[src/rtl/md5_block_padder.sv]
// md5_block_padder
//
// Pads each accepted phrase into one 512-bit MD5 message block. The layout is
// the message bytes, then 0x80, then zero fill, then the 64-bit little-endian
// bit length. Finished blocks are held in a two-entry FIFO along with a
// sequence tag. Phrases longer than MAX_LEN bytes are consumed, dropped and
// counted.
//
// Ports
//   clk         sole clock, posedge
//   rst         asynchronous active-high reset
//   flush       synchronous clear of FIFO, sequence counter and error state
//   in_valid    phrase presented
//   in_ready    padder can accept (FIFO count < 2), driven from a register
//   in_msg      phrase bytes, byte k at [8k+7:8k]
//   in_len      phrase length in bytes
//   out_valid   block available at FIFO head
//   out_ready   MD5 core takes the head block
//   out_block   padded block at FIFO head, byte k at [8k+7:8k]
//   out_seq     sequence tag of the head block
//   err         sticky drop flag
//   drop_count  saturating count of dropped phrases
module md5_block_padder #(
  parameter int MAX_LEN = 55
) (
  input  logic         clk,
  input  logic         rst,
  input  logic         flush,
  input  logic         in_valid,
  output logic         in_ready,
  input  logic [447:0] in_msg,
  input  logic [7:0]   in_len,
  output logic         out_valid,
  input  logic         out_ready,
  output logic [511:0] out_block,
  output logic [31:0]  out_seq,
  output logic         err,
  output logic [15:0]  drop_count
);

  // Build the padded block. Bytes at or beyond len are masked, never copied.
  function automatic logic [511:0] pad_block(input logic [447:0] msg,
                                             input logic [7:0]   len);
    logic [511:0] blk;
    logic [15:0]  bits;
    blk = 512'd0;
    for (int k = 0; k < 56; k++) begin
      if (k < int'(len)) begin
        blk[8*k +: 8] = msg[8*k +: 8];
      end else if (k == int'(len)) begin
        blk[8*k +: 8] = 8'h80;
      end else begin
        blk[8*k +: 8] = 8'h00;
      end
    end
    // Bit length fits in 16 bits; bytes 58..63 stay zero.
    bits = {5'd0, len, 3'd0};
    blk[455:448] = bits[7:0];
    blk[463:456] = bits[15:8];
    return blk;
  endfunction

  // Head entry drives the outputs directly; tail holds the second entry.
  logic [511:0] head_blk_r, tail_blk_r;
  logic [31:0]  head_seq_r, tail_seq_r;
  logic [1:0]   count_r;
  logic [31:0]  seq_next_r;
  logic         in_ready_r, out_valid_r, err_r;
  logic [15:0]  drop_count_r;

  logic         accept_s, oversize_s, push_s, pop_s, drop_s;
  logic [1:0]   count_nxt_s;
  logic [511:0] pad_s;

  assign in_ready   = in_ready_r;
  assign out_valid  = out_valid_r;
  assign out_block  = head_blk_r;
  assign out_seq    = head_seq_r;
  assign err        = err_r;
  assign drop_count = drop_count_r;

  // Handshake decode, padding and next FIFO occupancy.
  always_comb begin
    accept_s    = in_valid && in_ready_r;
    oversize_s  = (int'(in_len) > MAX_LEN);
    push_s      = accept_s && !oversize_s;
    drop_s      = accept_s && oversize_s;
    pop_s       = out_valid_r && out_ready;
    pad_s       = pad_block(in_msg, in_len);
    count_nxt_s = count_r;
    case ({push_s, pop_s})
      2'b10:   count_nxt_s = count_r + 2'd1;
      2'b01:   count_nxt_s = count_r - 2'd1;
      default: count_nxt_s = count_r;
    endcase
  end

  // FIFO storage, occupancy flags, sequence counter and drop accounting.
  always_ff @(posedge clk or posedge rst) begin
    if (rst) begin
      head_blk_r   <= 512'd0;
      tail_blk_r   <= 512'd0;
      head_seq_r   <= 32'd0;
      tail_seq_r   <= 32'd0;
      count_r      <= 2'd0;
      seq_next_r   <= 32'd0;
      in_ready_r   <= 1'b1;
      out_valid_r  <= 1'b0;
      err_r        <= 1'b0;
      drop_count_r <= 16'd0;
    end else if (flush) begin
      // Flush beats any push or pop presented in the same cycle.
      count_r      <= 2'd0;
      seq_next_r   <= 32'd0;
      in_ready_r   <= 1'b1;
      out_valid_r  <= 1'b0;
      err_r        <= 1'b0;
      drop_count_r <= 16'd0;
    end else begin
      case (count_r)
        2'd0: begin
          if (push_s) begin
            head_blk_r <= pad_s;
            head_seq_r <= seq_next_r;
          end
        end
        2'd1: begin
          // Push with pop at one entry replaces the head in place.
          if (push_s && pop_s) begin
            head_blk_r <= pad_s;
            head_seq_r <= seq_next_r;
          end else if (push_s) begin
            tail_blk_r <= pad_s;
            tail_seq_r <= seq_next_r;
          end
        end
        2'd2: begin
          if (pop_s) begin
            head_blk_r <= tail_blk_r;
            head_seq_r <= tail_seq_r;
          end
        end
        default: begin
          head_blk_r <= head_blk_r;
        end
      endcase
      if (push_s) begin
        seq_next_r <= seq_next_r + 32'd1;
      end
      if (drop_s) begin
        err_r <= 1'b1;
        if (drop_count_r != 16'hFFFF) begin
          drop_count_r <= drop_count_r + 16'd1;
        end
      end
      count_r     <= count_nxt_s;
      in_ready_r  <= (count_nxt_s != 2'd2);
      out_valid_r <= (count_nxt_s != 2'd0);
    end
  end

endmodule

[config.mk]
export PLATFORM = sky130hd
export DESIGN_NAME = md5_block_padder
export DESIGN_NICKNAME = d
export VERILOG_FILES = /design/src/rtl/md5_block_padder.sv
export SDC_FILE = /design/constraint.sdc
export NUM_CORES = 2
export LEC_CHECK = 0
export BUFFER_PORTS_ARGS = -buffer_cell sky130_fd_sc_hd__buf_2
export CELL_PAD_IN_SITES_DETAIL_PLACEMENT = 1
export CELL_PAD_IN_SITES_GLOBAL_PLACEMENT = 1
export CORE_AREA = 2 2 398 400
export DETAILED_ROUTE_END_ITERATION = 10
export DIE_AREA = 0 0 400 402
export PLACE_DENSITY = 0.6
export SYNTH_ARGS = -nofsm -noshare
export SYNTH_HDL_FRONTEND = slang
export SYNTH_SLANG_ARGS = --single-unit
[constraint.sdc]
create_clock -name clk -period 102.9 [get_ports clk]
set_input_delay 20.58 -clock clk [delete_from_list [all_inputs] [get_ports clk]]
set_output_delay 20.58 -clock clk [all_outputs]
set_load 0.01 [all_outputs]
==> summary.txt <==
Floorplan
  • Die area: 0.1608 mm^2
  • I/O pin cnt: 1024
  • Core area: 0.1571 mm^2
  • Initial Utilization: 0.2884
  • Cell Rows: 146
  • Die X: about 400 um
  • Die Y: between 400 and 500 um

CTS
  • Clock net sink count: roughly 1000
  • Post-CTS Setup Inserts: 0
  • Clock tree buffer depth: 3
  • Clk slew on worst S/H paths: 0.06 ns
  • CTS tree: done
  • Clk_lat worst skew: 0.76 ns
  • H-tree Lvls: 3
  • Cells resized by post-CTS repair: 0
  • Root buf cell: clkbuf_16
  • CTS Buf Count: between 100 and 150
  • Hold Buf Count CTS: 0

STA
  • Clk_skew: 0.02784 ns
  • Setup WS post-layout: 77.14 ns
  • FMAX: 38.81 MHz
  • Final period utilization: 0.2504
  • Final count of hold timing violations: 0
  • Count of final setup violators: 0
  • Least-Margin Pin Slew: 1.343 ns
  • Final slew viol count: 0
  • Final min period: 25.76 ns
  • Headroom to the max-slew limit: 0.1047
  • Sum Neg Setup Slack: 0 ns
  • RSZ-0062 raised after global routing: no

Placed design
  • GP Congestion: 0.8408
  • Worst slack, placed: 76.36 ns
  • IO buf count: 967
  • HPWL Detailed: 138.7 mm

Cells and area
  • Layout Nets: 6188
  • Share of cells above drive strength 1: 0.2220
  • Synth-to-layout area growth: 23.13%

Yosys
  • Synth warn: 0
  • Syn Std Cell Area: around 0.045 mm^2
  • Synth unique cells: 76
  • Post-synthesis xor/xnor area fraction: 0.007539
  • Mux cell area share after synthesis: 0.01524
  • Area share of the largest cell type after synthesis: 0.5678
  • Adder-cell area share of the yosys netlist: 0.001657
  • Synth Area in Compound Gates: 0.1630
  • Post-synth top flop: dfrtp_1
  • Cell taking the most area after synthesis: dfrtp_1
  • Synthesized flop and latch total: 1029
  • Main combinational cell family by area after synthesis: simple AND/OR/NAND/NOR gates
  • Simple-gate area share of the yosys netlist: 0.1959
  • Synth async-reset ratio: 1.000
  • Dominant cells by area after synthesis: dfrtp_1 (57%), nand2_1 (8.4%), a21oi_1 (5.8%)
  • Cell with the most instances after synthesis: dfrtp_1
  • Post-Synthesis Mean Instance Area: around 9.2 um^2
  • Top post-synthesis cells by count: dfrtp_1 (1028), nand2_1 (1017), a21oi_1 (524), nor2_1 (518), nand3_1 (445)
  • Register area share after synthesis: 0.5683
  • EDFF count, synth: 0
  • Cells after synthesis: 4946

Routing
  • Pre-antenna DRT Iters: 5
  • Total number of vias: 40729
  • WL final: 201.1 mm
  • DR DRC count: 0
  • Post-route ant nets: 0
  • Wire length per cell: 25.38 um
  • Initial DRC Count: 2536
  • Vias per cell: 5.140

Critical path
  • Crit path kind: input pin to flop
  • Worst path cell trace: buf_2, buf_4, a311o_2, nor2_8, o221ai_4, buf_4, buf_4, buf_4, buf_4, buf_4, a21oi_1, a21oi_1
  • CP Capture Type: flop
  • Worst Path Required: 103.56 ns
  • Slowest cell on crit path: buf_4
  • Critical Path AT: 26.42 ns
  • Setup crit start kind: input pin
  • CP max stage delay: 0.86 ns
  • R2R Setup Slk: 96.75 ns
  • Top cell by count, worst path: buf_4
  • Worst Path Max Fanout: 93

Global routing
  • Global route overflow: 0
  • Initial antenna violation count: 108
  • First-pass GRT wire length: 291.8 mm
  • Number of global-route vias before repair: 41219
  • Global Route Usage Sum: 0.2432
  • Pin count of the biggest net entering global routing: 191

Min path
  • Min-Delay Path Class: flop to flop

Job
  • Max_cap viols: 0

Power
  • LEAKAGE: 26.98 nW
  • PD cells: 26.44 mW/mm^2
  • Worst vdd ir: 16.28 uV

Outcome
  • Status: complete, no violations
## kinds of logic after synthesis
family / count (synthesis)
XOR/XNOR: 39
AO/OA/AOI/OAI: 1239
other: 1
multiplexers: 68
buffers and inverters: 457
AND/OR/NAND/NOR: 2107
flip-flops: 1029
adder cells (fa/ha/maj): 6
## metal layers
layer,up-vias,track usage,part of all wire
met5,-,0,0.0027
met1,20712,0.3053,0.41
met2,1116,0.4010,0.48
met4,82,0.07412,0.031
li1,18436,-,-
met3,383,0.07212,0.076
## final timing paths
path	start	endpoint	cells past startpoint
setup reg to reg	count_r[0]$_DFF_PP0_	out_block[320]$_DFFE_PP0P_	11
max in group asynchronous	rst	out_block[258]$_DFFE_PP0P_	6
hold reg to reg	tail_blk_r[267]$_DFFE_PP0P_	tail_blk_r[267]$_DFFE_PP0P_	2
hold / removal	tail_blk_r[267]$_DFFE_PP0P_	tail_blk_r[267]$_DFFE_PP0P_	2
setup / recovery	in_len[4]	out_block[320]$_DFFE_PP0P_	12
min in group asynchronous	rst	out_block[75]$_DFFE_PP0P_	2
## report_power, final
group	switching [mW]	internal [mW]
combinational	0.266	0.147
sequential	0.0774	0.536
clock	0.186	0.263
total	0.529	0.946
## flip-flops by register name, indices dropped and copies added, names as in the netlist
signal,flops
count_r,2
drop_count,16
err,1
in_ready,1
out_block,456
out_seq,32
out_valid,1
seq_next_r,32
tail_blk_r,456
tail_seq_r,32
## layout by cell type, fill, tap and decap left out, drive strengths merged, types with 6 or more instances in the layout
cell    Yosys  layout
nand2    1018    1018
a21oi     525     525
inv        10      14
a211oi     10      10
nor2b      13      13
mux2        8       8
o211ai     72      72
a22oi       9       9
a21o        9       9
dfrtp    1028    1028
xnor2      16      16
clkinv      0      26
diode       0      36
nor3       20      20
a221oi     70      70
ha          6       6
nor4        7       7
a31oi      19      19
buf       241    1045
a22o       79      79
o31ai      13      13
bufinv      0      12
mux2i      60      60
nand4      17      17
xor2       23      23
or3        11      11
and2       16      16
nor2      526     526
clkbuf    206     170
o21ai     338     338
and3       10      10
o21a       63      63
nand3     445     445
conb        1      56
and4        6       6
## critical path, delay by kind of cell
family / cells / cell delay (ns)
and+or+nand+nor: 1 / 0.11
AOI/OAI and AO/OA: 4 / 1.25
buffers and inverters: 7 / 4.17
## metrics by stage
step / cell area [um^2] / total power [mW] / utilization / hold WS (ns) / std cells
finish: 55790 / 1.475 / 0.3551 / 0.4670 / 7924
global route: 55750 / 1.560 / 0.3549 / 0.4850 / 7909
CTS: 55690 / 1.494 / 0.3545 / 0.4689 / 7887
detailed placement: 51620 / 1.038 / 0.3286 / 0.4558 / 7670
global placement: 51620 / 1.027 / 0.3286 / 0.4489 / 7670
floorplan: 45510 / 0.8186 / - / 0.4334 / 5001
## layout make-up
type | count | area (um^2)
fillers | 18416 | 101300
flip-flops and latches | 1029 | 25750
multi-input cells | 3515 | 17700
repair buffers | 1045 | 5525
clock buffers | 170 | 3451
well taps | 2072 | 2592
clock inverters | 47 | 621.8
diodes | 36 | 90.09
inverters | 10 | 52.55
Note: power is estimated with default switching activity, not from simulation.
